===== config.mk =====
export PLATFORM = sky130hd
export DESIGN_NAME = rescale_stream_flat
export DESIGN_NICKNAME = d
export VERILOG_FILES = /design/src/rtl/rescale_pkg.sv /design/src/rtl/rescale_stream_if.sv /design/src/rtl/rescale_lane.sv /design/src/rtl/rescale_stream.sv /design/src/flat_wrapper.sv
export SDC_FILE = /design/constraint.sdc
export NUM_CORES = 1
export LEC_CHECK = 0
export BUFFER_PORTS_ARGS = -buffer_cell sky130_fd_sc_hd__buf_4
export CORE_AREA = 5 5 219 221
export DETAILED_ROUTE_END_ITERATION = 16
export DIE_AREA = 0 0 224 226
export PLACE_DENSITY = 0.72
export SKIP_LAST_GASP = 1
export SYNTH_ARGS = -nofsm -noshare
export SYNTH_HDL_FRONTEND = slang
export SYNTH_SLANG_ARGS = --single-unit

===== constraint.sdc =====
create_clock -name clk -period 10.8 [get_ports clk]
set_clock_uncertainty 0.15 [all_clocks]
set_input_delay 1.62 -clock clk [delete_from_list [all_inputs] [get_ports clk]]
set_output_delay 1.62 -clock clk [all_outputs]
set_load 0.005 [all_outputs]

===== src/rtl/rescale_pkg.sv =====
// Shared types and helpers for the rescale_stream datapath.
// Optional rounding is selected with the RESCALE_ROUND_EN macro (see rescale_lane).
package rescale_pkg;

    localparam int NUM_W   = 33;
    localparam int IMG_W   = 16;
    localparam int CH_N    = 4;
    localparam int CNT_W   = 16;
    localparam int SHIFT_W = 8;

    // Output of one lane's saturate stage; data width follows IMG_W.
    typedef struct packed {
        logic [IMG_W-1:0] data;
        logic             sat_flag;
    } lane_res_t;

    function automatic logic signed [63:0] img_max(input int img_w);
        return (64'sd1 <<< (img_w - 1)) - 64'sd1;
    endfunction

    function automatic logic signed [63:0] img_min(input int img_w);
        return -(64'sd1 <<< (img_w - 1));
    endfunction

    function automatic logic [SHIFT_W-1:0] clamp_shift(input logic [SHIFT_W-1:0] sh,
                                                       input int                 lim);
        logic [SHIFT_W-1:0] lim_v;
        lim_v = SHIFT_W'(lim);
        return (sh > lim_v) ? lim_v : sh;
    endfunction

endpackage


===== src/rtl/rescale_stream_if.sv =====
// Upstream/downstream beat bus of rescale_stream. Both sides use valid/ready:
// a beat moves on a cycle where valid and ready are both high; ready never depends on valid.
interface rescale_stream_if #(
    parameter int NUM_WIDTH = 33,
    parameter int IMG_WIDTH = 16,
    parameter int CHANNELS  = 4
);
    logic [7:0]                    up_shift;
    logic [CHANNELS*NUM_WIDTH-1:0] up_data;
    logic                          up_valid;
    logic                          up_ready;
    logic [CHANNELS*IMG_WIDTH-1:0] dn_data;
    logic                          dn_valid;
    logic                          dn_ready;

    modport slave (
        input  up_shift, up_data, up_valid, dn_ready,
        output up_ready, dn_data, dn_valid
    );

    modport master (
        output up_shift, up_data, up_valid, dn_ready,
        input  up_ready, dn_data, dn_valid
    );
endinterface


===== src/rtl/rescale_lane.sv =====
// One lane of the rescaler: S1 extend/round, S2 arithmetic shift, S3 saturate.
// RESCALE_ROUND_EN adds 2^(shift-1) in S1 (round half up); otherwise results truncate.
module rescale_lane
    import rescale_pkg::*;
#(
    parameter int NUM_WIDTH = NUM_W,
    parameter int IMG_WIDTH = IMG_W
) (
    input  logic                 clk,
    input  logic                 rst,
    input  logic                 adv_i,
    input  logic [NUM_WIDTH-1:0] num_i,
    input  logic [SHIFT_W-1:0]   shift_i,
    output lane_res_t            res_o
);

    localparam int EW = NUM_WIDTH + 1;
    localparam logic signed [EW-1:0] SAT_HI = EW'(img_max(IMG_WIDTH));
    localparam logic signed [EW-1:0] SAT_LO = EW'(img_min(IMG_WIDTH));

    logic signed [EW-1:0] ext;
    logic signed [EW-1:0] s1_d, s1_q;
    logic signed [EW-1:0] s2_d, s2_q;
    logic [SHIFT_W-1:0]   sh1_q;
    lane_res_t            s3_d, s3_q;

    // One extra bit of headroom so the round add can never overflow.
    always_comb begin
        ext  = {num_i[NUM_WIDTH-1], num_i};
        s1_d = ext;
`ifdef RESCALE_ROUND_EN
        if (shift_i != '0) begin
            s1_d = ext + (EW'(1) << (shift_i - 1'b1));
        end
`endif
    end

    assign s2_d = s1_q >>> sh1_q;

    always_comb begin
        s3_d.data     = s2_q[IMG_W-1:0];
        s3_d.sat_flag = 1'b0;
        if (s2_q > SAT_HI) begin
            s3_d.data     = IMG_W'(img_max(IMG_WIDTH));
            s3_d.sat_flag = 1'b1;
        end else if (s2_q < SAT_LO) begin
            s3_d.data     = IMG_W'(img_min(IMG_WIDTH));
            s3_d.sat_flag = 1'b1;
        end
    end

    always_ff @(posedge clk or posedge rst) begin
        if (rst) begin
            s1_q  <= '0;
            sh1_q <= '0;
            s2_q  <= '0;
            s3_q  <= '0;
        end else if (adv_i) begin
            s1_q  <= s1_d;
            sh1_q <= shift_i;
            s2_q  <= s2_d;
            s3_q  <= s3_d;
        end
    end

    assign res_o = s3_q;

endmodule


===== src/rtl/rescale_stream.sv =====
// Multi-lane accumulator-to-image rescaler with a 3-stage stalling pipeline and saturation counter.
// Rounding is built only when RESCALE_ROUND_EN is defined.
module rescale_stream
    import rescale_pkg::*;
#(
    parameter int NUM_WIDTH = NUM_W,
    parameter int IMG_WIDTH = IMG_W,
    parameter int CHANNELS  = CH_N,
    parameter int CNT_WIDTH = CNT_W
) (
    input  logic                 clk,
    input  logic                 rst,
    rescale_stream_if.slave      bus,
    input  logic                 sat_clear,
    output logic [CNT_WIDTH-1:0] sat_count
);

    localparam int INC_W = $clog2(CHANNELS + 1);

    logic                 adv;
    logic [SHIFT_W-1:0]   shift_eff;
    logic                 v1_q, v2_q, v3_q;
    lane_res_t            res [CHANNELS];
    logic [INC_W-1:0]     sat_inc;
    logic [CNT_WIDTH:0]   cnt_sum;
    logic [CNT_WIDTH-1:0] cnt_d, cnt_q;

    // A single enable moves every stage at once; the output slot frees when drained or empty.
    assign adv          = ~v3_q | bus.dn_ready;
    assign bus.up_ready = adv;
    assign bus.dn_valid = v3_q;
    assign sat_count    = cnt_q;
    assign shift_eff    = clamp_shift(bus.up_shift, NUM_WIDTH - IMG_WIDTH);

    for (genvar g = 0; g < CHANNELS; g++) begin : g_lane
        rescale_lane #(
            .NUM_WIDTH(NUM_WIDTH),
            .IMG_WIDTH(IMG_WIDTH)
        ) u_lane (
            .clk    (clk),
            .rst    (rst),
            .adv_i  (adv),
            .num_i  (bus.up_data[g*NUM_WIDTH +: NUM_WIDTH]),
            .shift_i(shift_eff),
            .res_o  (res[g])
        );
        assign bus.dn_data[g*IMG_WIDTH +: IMG_WIDTH] = IMG_WIDTH'(res[g].data);
    end

    always_ff @(posedge clk or posedge rst) begin
        if (rst) begin
            v1_q <= 1'b0;
            v2_q <= 1'b0;
            v3_q <= 1'b0;
        end else if (adv) begin
            v1_q <= bus.up_valid;
            v2_q <= v1_q;
            v3_q <= v2_q;
        end
    end

    always_comb begin
        sat_inc = '0;
        for (int i = 0; i < CHANNELS; i++) begin
            sat_inc = sat_inc + INC_W'(res[i].sat_flag);
        end
    end

    // Clear wins over a coincident transfer; the count sticks at all-ones.
    always_comb begin
        cnt_sum = {1'b0, cnt_q} + (CNT_WIDTH + 1)'(sat_inc);
        cnt_d   = cnt_q;
        if (sat_clear) begin
            cnt_d = '0;
        end else if (v3_q && bus.dn_ready) begin
            cnt_d = cnt_sum[CNT_WIDTH] ? '1 : cnt_sum[CNT_WIDTH-1:0];
        end
    end

    always_ff @(posedge clk or posedge rst) begin
        if (rst) begin
            cnt_q <= '0;
        end else begin
            cnt_q <= cnt_d;
        end
    end

endmodule


===== src/flat_wrapper.sv =====
// flat-port wrapper written by rule: the top's interface ports become plain ports
module rescale_stream_flat import rescale_pkg::*;
#(
    parameter int NUM_WIDTH = NUM_W,
    parameter int IMG_WIDTH = IMG_W,
    parameter int CHANNELS  = CH_N,
    parameter int CNT_WIDTH = CNT_W
)
  (clk, rst, sat_clear, sat_count, bus_up_shift, bus_up_data, bus_up_valid, bus_dn_ready, bus_up_ready, bus_dn_data, bus_dn_valid);
  rescale_stream_if #(.NUM_WIDTH(NUM_WIDTH), .IMG_WIDTH(IMG_WIDTH), .CHANNELS(CHANNELS)) bus_i ();
  input  logic clk;
  input  logic rst;
  input  logic sat_clear;
  output logic [CNT_WIDTH-1:0] sat_count;
  input wire logic [$bits(bus_i.up_shift)-1:0] bus_up_shift;
  input wire logic [$bits(bus_i.up_data)-1:0] bus_up_data;
  input wire logic [$bits(bus_i.up_valid)-1:0] bus_up_valid;
  input wire logic [$bits(bus_i.dn_ready)-1:0] bus_dn_ready;
  output wire logic [$bits(bus_i.up_ready)-1:0] bus_up_ready;
  output wire logic [$bits(bus_i.dn_data)-1:0] bus_dn_data;
  output wire logic [$bits(bus_i.dn_valid)-1:0] bus_dn_valid;
  assign bus_i.up_shift = bus_up_shift;
  assign bus_i.up_data = bus_up_data;
  assign bus_i.up_valid = bus_up_valid;
  assign bus_i.dn_ready = bus_dn_ready;
  assign bus_up_ready = bus_i.up_ready;
  assign bus_dn_data = bus_i.dn_data;
  assign bus_dn_valid = bus_i.dn_valid;
  rescale_stream #(.NUM_WIDTH(NUM_WIDTH), .IMG_WIDTH(IMG_WIDTH), .CHANNELS(CHANNELS), .CNT_WIDTH(CNT_WIDTH)) u_core (.clk(clk), .rst(rst), .bus(bus_i), .sat_clear(sat_clear), .sat_count(sat_count));
endmodule

==> run metrics <==
Antenna Nets Post-Route 0; fraction of registers with async set/reset 1.00; number of port buffers 226; area grow syn2layout 10.6%; Pleak 11.3 nW; drt total wl 87.5 mm; crit-path max cell delay 0.33 ns; reg2reg path depth 7; area of the die 0.0506 mm2; most frequent cells in the layout 603 x nand2_1, 355 x dfrtp_1, 256 x buf_4; Tcrit/Tclk final 0.408; most common cell after layout, fill and taps aside nand2_1; Setup-failing EPs final 0; status finished, final reports clean; Max VDD drop 0.000156 V; nets@finish 2803; hpwl dp 63.3 mm; Max FO, Critical Path 69; CTS tree yes; routed len/inst 26.7 um; layout cells sized above 1 0.169; Mean Syn Cell Area 8.76 um2; initial antenna violation count 2; clock root cell clkbuf_16; CTS-repair resized insts 0; Post-CTS Hold Fix Bufs 0; Final Hold Viols 0; hold_ws 0.315 ns; Worst Tran Pin Value 1.22 ns; Num CTS Buffers 40; Netlist Area Pre-Place 0.0230 mm2; clk_lat worst skew 0.57 ns; reg2reg setup slack 6.46 ns; WP data required 9.03 ns; Placer Congestion 0.998; Clk pin slew, worst setup/hold paths 0.06 ns; Slew Viols, Final 0; worst path cell trace buf_4 -> nor2b_4 -> buf_4 -> inv_8 -> buf_4; Power per Cell Area 225 mW/mm2; pin count of the biggest net entering global routing 166; Setup TNS Final 0 ns; Arr. time, crit path 2.63 ns; Mapped Cells 2627; reg-to-reg startpoint u_core.g_lane[0].u_lane.sh1_q[0]; slowest CP cell buf_4; Rel. slew slack 0.181; Tmin final 4.40 ns; Rows 79; Post-synth EDFFs 0; worst min path class flop to flop; Post-CTS Setup Repair Bufs 0; clock buffer depth 3; Net Count, Synth 2779; I/O Pins 227; via count 21600; post-synthesis cell type count 86; Synth Register Bits 359; Via density 6.59; antenna diode count 0; max_cap viols 0; first-pass GRT wire length 131 mm; Worst Hold Path Cells 1; H-Tree Depth 2; Crit Path Category input port to primary output; f_max 227 MHz; CP Capture Type primary output; unrepaired setup endpoints after global routing no; Global Route Usage Sum 0.335; predominant post-synthesis flop cell dfrtp_1; die height 226 um; FF-to-FF End u_core.g_lane[3].u_lane.s2_q[13]; detailed-route DRC error count 0; CTS sink count 359; core area 0.0460 mm2; most frequent cell on the critical path buf_4; Die X 224 um; CP startpoint kind input port; worst hold endpoint u_core.bus.dn_valid; drt first-iter violations 2876; vias in the first global route 19900; sequential area share after synthesis 0.390; Initial DRT Pass Iterations 6; total of warnings raised by yosys 0; Initial Util 0.501; total grt overflow 0; HP Start u_core.v2_q
## area by class of cell
cell class                 instances  area, um2
fill                            4211      20500
clock inverter                    12        131
clock buffer                      55       1120
sequential                       359       9000
inverter                          20       86.3
tap                              607        759
multi-input combinational       1971      12400
timing repair buffer             259       1980
## worst max path at each step
| stage | cells after the start | from | slack, ns | to |
|---|---|---|---|---|
| global placement | 7 | bus_dn_ready | 6.38 | u_core.g_lane[1].u_lane.res_o[6] |
| CTS | 5 | bus_dn_ready | 6.38 | bus_up_ready |
| floorplan | 1 | rst | 4.22 | u_core.bus.dn_valid |
| detailed placement | 7 | bus_dn_ready | 6.32 | u_core.g_lane[1].u_lane.res_o[10] |
| global route | 7 | u_core.g_lane[0].u_lane.sh1_q[0] | 6.32 | u_core.g_lane[3].u_lane.s2_q[13] |
| finish | 5 | bus_dn_ready | 6.40 | bus_up_ready |
## cell usage after synthesis (12+ instances only)
library cell	number	area, um2
a211oi_1	33	248
a21oi_1	167	836
a221o_1	35	350
a221oi_1	28	245
a22oi_1	45	338
a31oi_1	36	225
and2_1	14	87.6
buf_1	16	60.1
buf_2	43	215
buf_4	81	608
buf_6	18	203
clkbuf_1	115	432
dfrtp_1	359	8980
inv_1	18	67.6
mux2_2	51	574
mux2i_1	179	1790
mux4_2	33	743
nand2_1	603	2260
nand2b_1	14	87.6
nand3_1	25	125
nand4_1	22	138
nor2_1	187	702
nor2b_1	21	131
nor3_1	31	155
nor4_1	18	113
o211ai_1	27	203
o21a_1	18	135
o21ai_0	113	566
o221a_2	12	135
o221ai_1	42	368
o22a_1	17	149
o22ai_1	56	350
o31ai_1	13	97.6
## worst max-delay path, delay by kind of cell
kind / cells / cell delay, ns
buffers and inverters: 4 / 0.90
and+or+nand+nor: 1 / 0.09
## where the power goes
| group | total (mW) | switching [mW] | internal, mW |
|---|---|---|---|
| sequential | 2.29 | 0.488 | 1.80 |
| combinational | 2.10 | 1.23 | 0.868 |
| clock | 1.33 | 0.565 | 0.770 |
## per-layer routing
layer | wire [um] | up-vias | track usage
li1 | - | 9567 | -
met1 | 41500 | 10700 | 0.543
met2 | 34800 | 1223 | 0.450
met3 | 9400 | 147 | 0.0828
met4 | 1870 | 2 | 0.0676
met5 | 20 | - | 0.00380
## through the flow
stage / util / std cells / total power, mW / cell area [um2] / setup WS (ns)
global route: 0.554 / 3283 / 6.02 / 25500 / 6.32
floorplan: - / 2627 / 3.60 / 23000 / 4.22
detailed placement: 0.527 / 3216 / 4.33 / 24200 / 6.32
finish: 0.554 / 3283 / 5.72 / 25500 / 6.40
global placement: 0.527 / 3216 / 4.27 / 24200 / 6.38
CTS: 0.554 / 3283 / 5.68 / 25500 / 6.38
## flip-flops by register name, indices dropped and copies added, names as in the netlist
signal                      flops
u_core.g_lane.u_lane.sh1_q      8
u_core.g_lane.u_lane.res_o     68
u_core.g_lane.u_lane.s2_q     132
u_core.v2_q                     1
u_core.bus.dn_valid             1
u_core.sat_count               16
u_core.g_lane.u_lane.s1_q     132
u_core.v1_q                     1
## cells by family after synthesis
group / count (synthesis) / synth area share
and+or+nand+nor: 974 / 0.179
muxes: 264 / 0.136
DFF: 359 / 0.390
AOI/OAI and AO/OA: 725 / 0.218
buffers and inverters: 297 / 0.0723
adders and majority gates: 7 / 0.00446
xor gates and xnor gates: 1 / 0.000381
Note: power is estimated with default switching activity, not from simulation.
